**src/rtl/ureg_cell.sv**
```systemverilog
// ureg_cell: universal shift/rotate register with single-step and counted multi-step operation.
// Define UREG_ROTATE_EN to enable the rotate modes (100/101); otherwise they behave as hold.
module ureg_cell #(
  parameter int WIDTH = 4,
  parameter int CNT_W = 2
) (
  input  logic             clk,
  input  logic             r_n,
  input  logic             en,
  input  logic [2:0]       mode,
  input  logic [WIDTH-1:0] d,
  input  logic             sin,
  input  logic             start,
  input  logic [CNT_W-1:0] amt,
  output logic [WIDTH-1:0] q,
  output logic [WIDTH-1:0] notq,
  output logic             sout,
  output logic             busy,
  output logic             done
);
  typedef enum logic {IDLE, RUN} state_t;
  state_t           r_state, w_state_nx;
  logic [WIDTH-1:0] r_q, w_q_nx, w_sq;
  logic             r_sout, w_sout_nx, w_ss;
  logic             r_done, w_done_nx;
  logic [CNT_W-1:0] r_cnt, w_cnt_nx;
  logic [2:0]       r_mode, w_mode_nx, w_op;
  logic             w_multi;
  assign w_op = (r_state == RUN) ? r_mode : mode;
`ifdef UREG_ROTATE_EN
  assign w_multi = (w_op[2:1] == 2'b01) || (w_op[2:1] == 2'b10);
`else
  assign w_multi = (w_op[2:1] == 2'b01);
`endif
  // one step of the selected operation applied to the current contents
  always_comb begin
    w_sq = r_q;
    w_ss = r_sout;
    case (w_op)
      3'b001: w_sq = d;
      3'b010: {w_ss, w_sq} = {r_q, sin};
      3'b011: {w_sq, w_ss} = {sin, r_q};
`ifdef UREG_ROTATE_EN
      3'b100: begin
        w_sq = {r_q[WIDTH-2:0], r_q[WIDTH-1]};
        w_ss = r_q[WIDTH-1];
      end
      3'b101: begin
        w_sq = {r_q[0], r_q[WIDTH-1:1]};
        w_ss = r_q[0];
      end
`endif
      3'b110: w_sq = '0;
      3'b111: w_sq = '1;
      default: ;
    endcase
  end
  always_comb begin
    w_state_nx = r_state;
    w_q_nx     = r_q;
    w_sout_nx  = r_sout;
    w_cnt_nx   = r_cnt;
    w_mode_nx  = r_mode;
    w_done_nx  = 1'b0;
    if (r_state == RUN) begin
      w_q_nx    = w_sq;
      w_sout_nx = w_ss;
      w_cnt_nx  = r_cnt - 1'b1;
      if (r_cnt == CNT_W'(1)) begin
        w_state_nx = IDLE;
        w_done_nx  = 1'b1;
      end
    end else if (start) begin
      w_mode_nx = mode;
      w_done_nx = 1'b1;
      if (amt != '0) begin
        w_q_nx    = w_sq;
        w_sout_nx = w_ss;
      end
      // r_cnt holds the steps still to come after the start edge
      if (w_multi && amt > CNT_W'(1)) begin
        w_state_nx = RUN;
        w_cnt_nx   = amt - 1'b1;
        w_done_nx  = 1'b0;
      end
    end else if (en) begin
      w_q_nx    = w_sq;
      w_sout_nx = w_ss;
    end
  end
  always_ff @(posedge clk or negedge r_n) begin
    if (!r_n) begin
      r_state <= IDLE;
      r_q     <= '0;
      r_sout  <= 1'b0;
      r_done  <= 1'b0;
      r_cnt   <= '0;
      r_mode  <= '0;
    end else begin
      r_state <= w_state_nx;
      r_q     <= w_q_nx;
      r_sout  <= w_sout_nx;
      r_done  <= w_done_nx;
      r_cnt   <= w_cnt_nx;
      r_mode  <= w_mode_nx;
    end
  end
  assign q    = r_q;
  assign notq = ~r_q;
  assign sout = r_sout;
  assign busy = (r_state == RUN);
  assign done = r_done;
endmodule

```
**config.mk**
```make
export PLATFORM = sky130hd
export DESIGN_NAME = ureg_cell
export DESIGN_NICKNAME = d
export VERILOG_FILES = /design/src/rtl/ureg_cell.sv
export SDC_FILE = /design/constraint.sdc
export NUM_CORES = 1
export LEC_CHECK = 0
export ABC_CLOCK_PERIOD_IN_PS = 3400
export BUFFER_PORTS_ARGS = -buffer_cell sky130_fd_sc_hd__buf_2
export CORE_MARGIN = 2
export CORE_UTILIZATION = 25
export CTS_CLUSTER_SIZE = 20
export DETAILED_ROUTE_END_ITERATION = 8
export GPL_TIMING_DRIVEN = 0
export PLACE_DENSITY = 0.55
export SYNTH_ARGS = -nofsm -noshare
export SYNTH_HDL_FRONTEND = slang
export SYNTH_SLANG_ARGS = --single-unit
export TNS_END_PERCENT = 1
```
**constraint.sdc**
```tcl
create_clock -name clk -period 3.4 [get_ports clk]
set_clock_uncertainty 0.1 [all_clocks]
set_input_delay 1.02 -clock clk [delete_from_list [all_inputs] [get_ports clk]]
set_output_delay 1.02 -clock clk [all_outputs]
set_load 0.05 [all_outputs]
```
==> impl_metrics.tcl <==
set metrics [dict create \
    critPathKind "input port to flip-flop" \
    status "completed" \
    use_met1_pct 13.90 \
    synth-main-ff-cell "dfrtp_1" \
    grt_pass1_wl_mm 3.084 \
    io_pins 25 \
    setup_ws_ns 1.118 \
    post-place-ws_ns 0.8139 \
    required_ns 3.45 \
    grtUsageTotal_pct 11.70 \
    power.leakage_nw 0.4666 \
    fin_crit_ns 2.282 \
    cts_sinks 12 \
    hold_start "r_cnt[0]" \
    ys_warn_count 0 \
    dp_hpwl_mm 1.505 \
    grt-ovfl-total 0 \
    design_area_mm2 0.001017 \
    crit_fanout 5 \
    power.density_mw_per_mm2 956.2 \
    ys_seq_area_share_pct 37.27 \
    core-area_mm2 0.003053 \
    drt_pass1_iterations 4 \
    reg2regPathDepth 5 \
    hold_violations 0 \
    antenna_found_initial 0 \
    grt_pass1_vias 701 \
    globalRouteMet3Util_pct 5.117 \
    worstPathBufferInverterCount 1 \
    crit_arrival_ns 2.34 \
    post_cts_buffers 0 \
    period_share_pct 67.13 \
    gr-max-usage-layer "met2" \
    wire_per_inst_um 12.12 \
    fp.dieW_um 60.77 \
    fmax_mhz 438.1 \
    rr_endpoint "r_cnt[0]" \
    syn_avg_cell_area_um2 9.480 \
    ys_ff_latch 12 \
    cts_resized 0 \
    peakVddDrop_v 0.0003524 \
    holdPathEnd "r_cnt[0]" \
    synth_top_area_share_pct 37.27 \
    start_util_pct 26.39 \
    synth.distinct_cells 30 \
    multiInputGateArea_um2 452.9 \
    synthAdderAreaFrac_pct 4.658 \
    io_buffers 24 \
    slew_headroom_pct 65.78 \
    drt_iter0_markers 32 \
    cts_buffers 3 \
    slowest_delay_ns 0.46 \
    wirelength_mm 1.903 \
    antenna_cells 0 \
    place_inst 153 \
    finalNetCount 131 \
    tightest_slew_ns 0.5089 \
    path_common_cell "mux2i_1" \
    synthSimpleGateAreaFrac_pct 16.61 \
    hold_buffers 0 \
    critical_path.top_delay_family "compound AO/OA/AOI/OAI gates" \
    critical-path-slowest-cell "a2111oi_4" \
    ant_nets 0 \
    synthXorXnorAreaFrac_pct 0 \
    vias_per_cell 4.580 \
    hold_class "flip-flop to flip-flop" \
    hold_depth 1 \
    yosysMostFrequentCell "dfrtp_1" \
    htreeDepth 1 \
    vias 719 \
    grt_start_max_net_pins 13 \
    r2r_slack_ns 1.45 \
    rows 20 \
    die_y_um 60.77 \
    clk_latency_ns 0.28 \
    placed_area_um2 980.9 \
    final_cells 157 \
    syn_inst 85 \
    rsz0062_at_grt "false" \
    regArea_um2 300.3 \
    path_cells "buf_2 > or3b_4 > a2111oi_4 > mux2i_1 > mux2i_1" \
    synth_top_family_by_area "compound AO/OA/AOI/OAI gates" \
    power_mw 0.9726 \
    slew_viol_final 0 \
    clk_path_buf_depth 2 \
    r2r-start "busy" \
    synth_edf_count 0 \
    cts-root-buf "clkbuf_4" \
    crit_path_end_kind "flip-flop" \
    cp.depth 5 \
    layout-drive-gt1-share_pct 31.86 \
    drv_cap 0 \
    worstSetupStartpointType "input port" \
    gp_congestion 0.9032 \
    synthToLayoutAreaGrowth_pct 26.24 \
    clkTransAtPathRegs_ns 0.09 \
    num-fill-cells 336 \
    async_flop_share_pct 100.0 \
    drcViolationCount 0 \
    yosys.area.top_type "dfrtp_1" \
    synth_common_cells "dfrtp_1, inv_1, o21ai_0" \
    synth_compound_area_share_pct 22.98 \
    use_met2_pct 18.89 \
    synthesis.area_um2 805.8 \
    final.setup.tns_ns 0 \
    report.final.setup_viol 0 \
    die_area_mm2 0.003693 \
    synth_area_leaders "dfrtp_1, mux2_2, mux2i_1, o21ai_0, ha_1" \
    syn-num-nets 102 \
    muxShareOfSynthArea_pct 11.96 \
    cts_tree "yes" \
]
## through the flow
step	hold slack, ns	util (%)
6_report	0.3994	33.32
5_1_grt	0.4471	33.32
4_1_cts	0.4072	33.32
3_5_place_dp	0.3949	32.13
3_3_place_gp	0.3822	32.13
2_1_floorplan	0.3550	-
## cells by family (layout without fill, tap and decap cells)
family,Yosys count,count (layout)
AOI/OAI and AO/OA,25,25
and+or+nand+nor,24,24
DFF,12,12
buffers and inverters,12,40
muxes,9,9
adders and majority gates,3,3
## layout make-up
class,instances,area share (%)
Sequential cell,12,29.52
Clock buffer,4,3.567
Tap cell,44,5.412
Inverter,10,3.690
Buffer,2,1.476
Timing Repair Buffer,24,11.81
Multi-Input combinational cell,61,44.53
## state kept, by name (all words and copies together), names as in the netlist
signal,flops
sout,1
r_cnt,2
r_mode,3
done,1
busy,1
q,4
## cells in the final DEF (no fill, tap or decap), types with 2 or more instances in the layout
| cell | count |
|---|---|
| buf_2 | 24 |
| nor2_1 | 3 |
| dfrtp_1 | 12 |
| nand2_1 | 4 |
| o21ai_0 | 8 |
| nand2b_1 | 3 |
| inv_1 | 10 |
| mux2_2 | 4 |
| and2_1 | 2 |
| nand4_1 | 4 |
| mux2i_1 | 4 |
| o211ai_1 | 4 |
| a21oi_1 | 2 |
| nor2b_1 | 2 |
| clkbuf_4 | 3 |
| ha_1 | 3 |
| nand3_1 | 4 |
| o31ai_1 | 2 |
## layer usage
metal	wire length, µm	share of wire (%)	vias up
met5	0	0	-
met4	10	0.53	0
met3	162	8.5	2
met2	843	44	33
met1	886	47	319
li1	-	-	365
## worst max-delay path by stage
stage	startpoint	to	slack [ns]
floorplan	mode[2]	r_cnt[0]	1.06
global placement	mode[1]	r_cnt[0]	0.84
detailed placement	mode[1]	r_cnt[0]	0.81
CTS	mode[1]	r_cnt[0]	1.12
global route	mode[1]	r_cnt[0]	1.05
finish	mode[1]	r_cnt[0]	1.12
## power breakdown
group	switching (mW)	internal [mW]	total [mW]
registers	0.0495	0.208	0.258
clock network	0.0517	0.0651	0.117
logic	0.417	0.181	0.598
No activity file was read; power rests on OpenSTA's default activity.
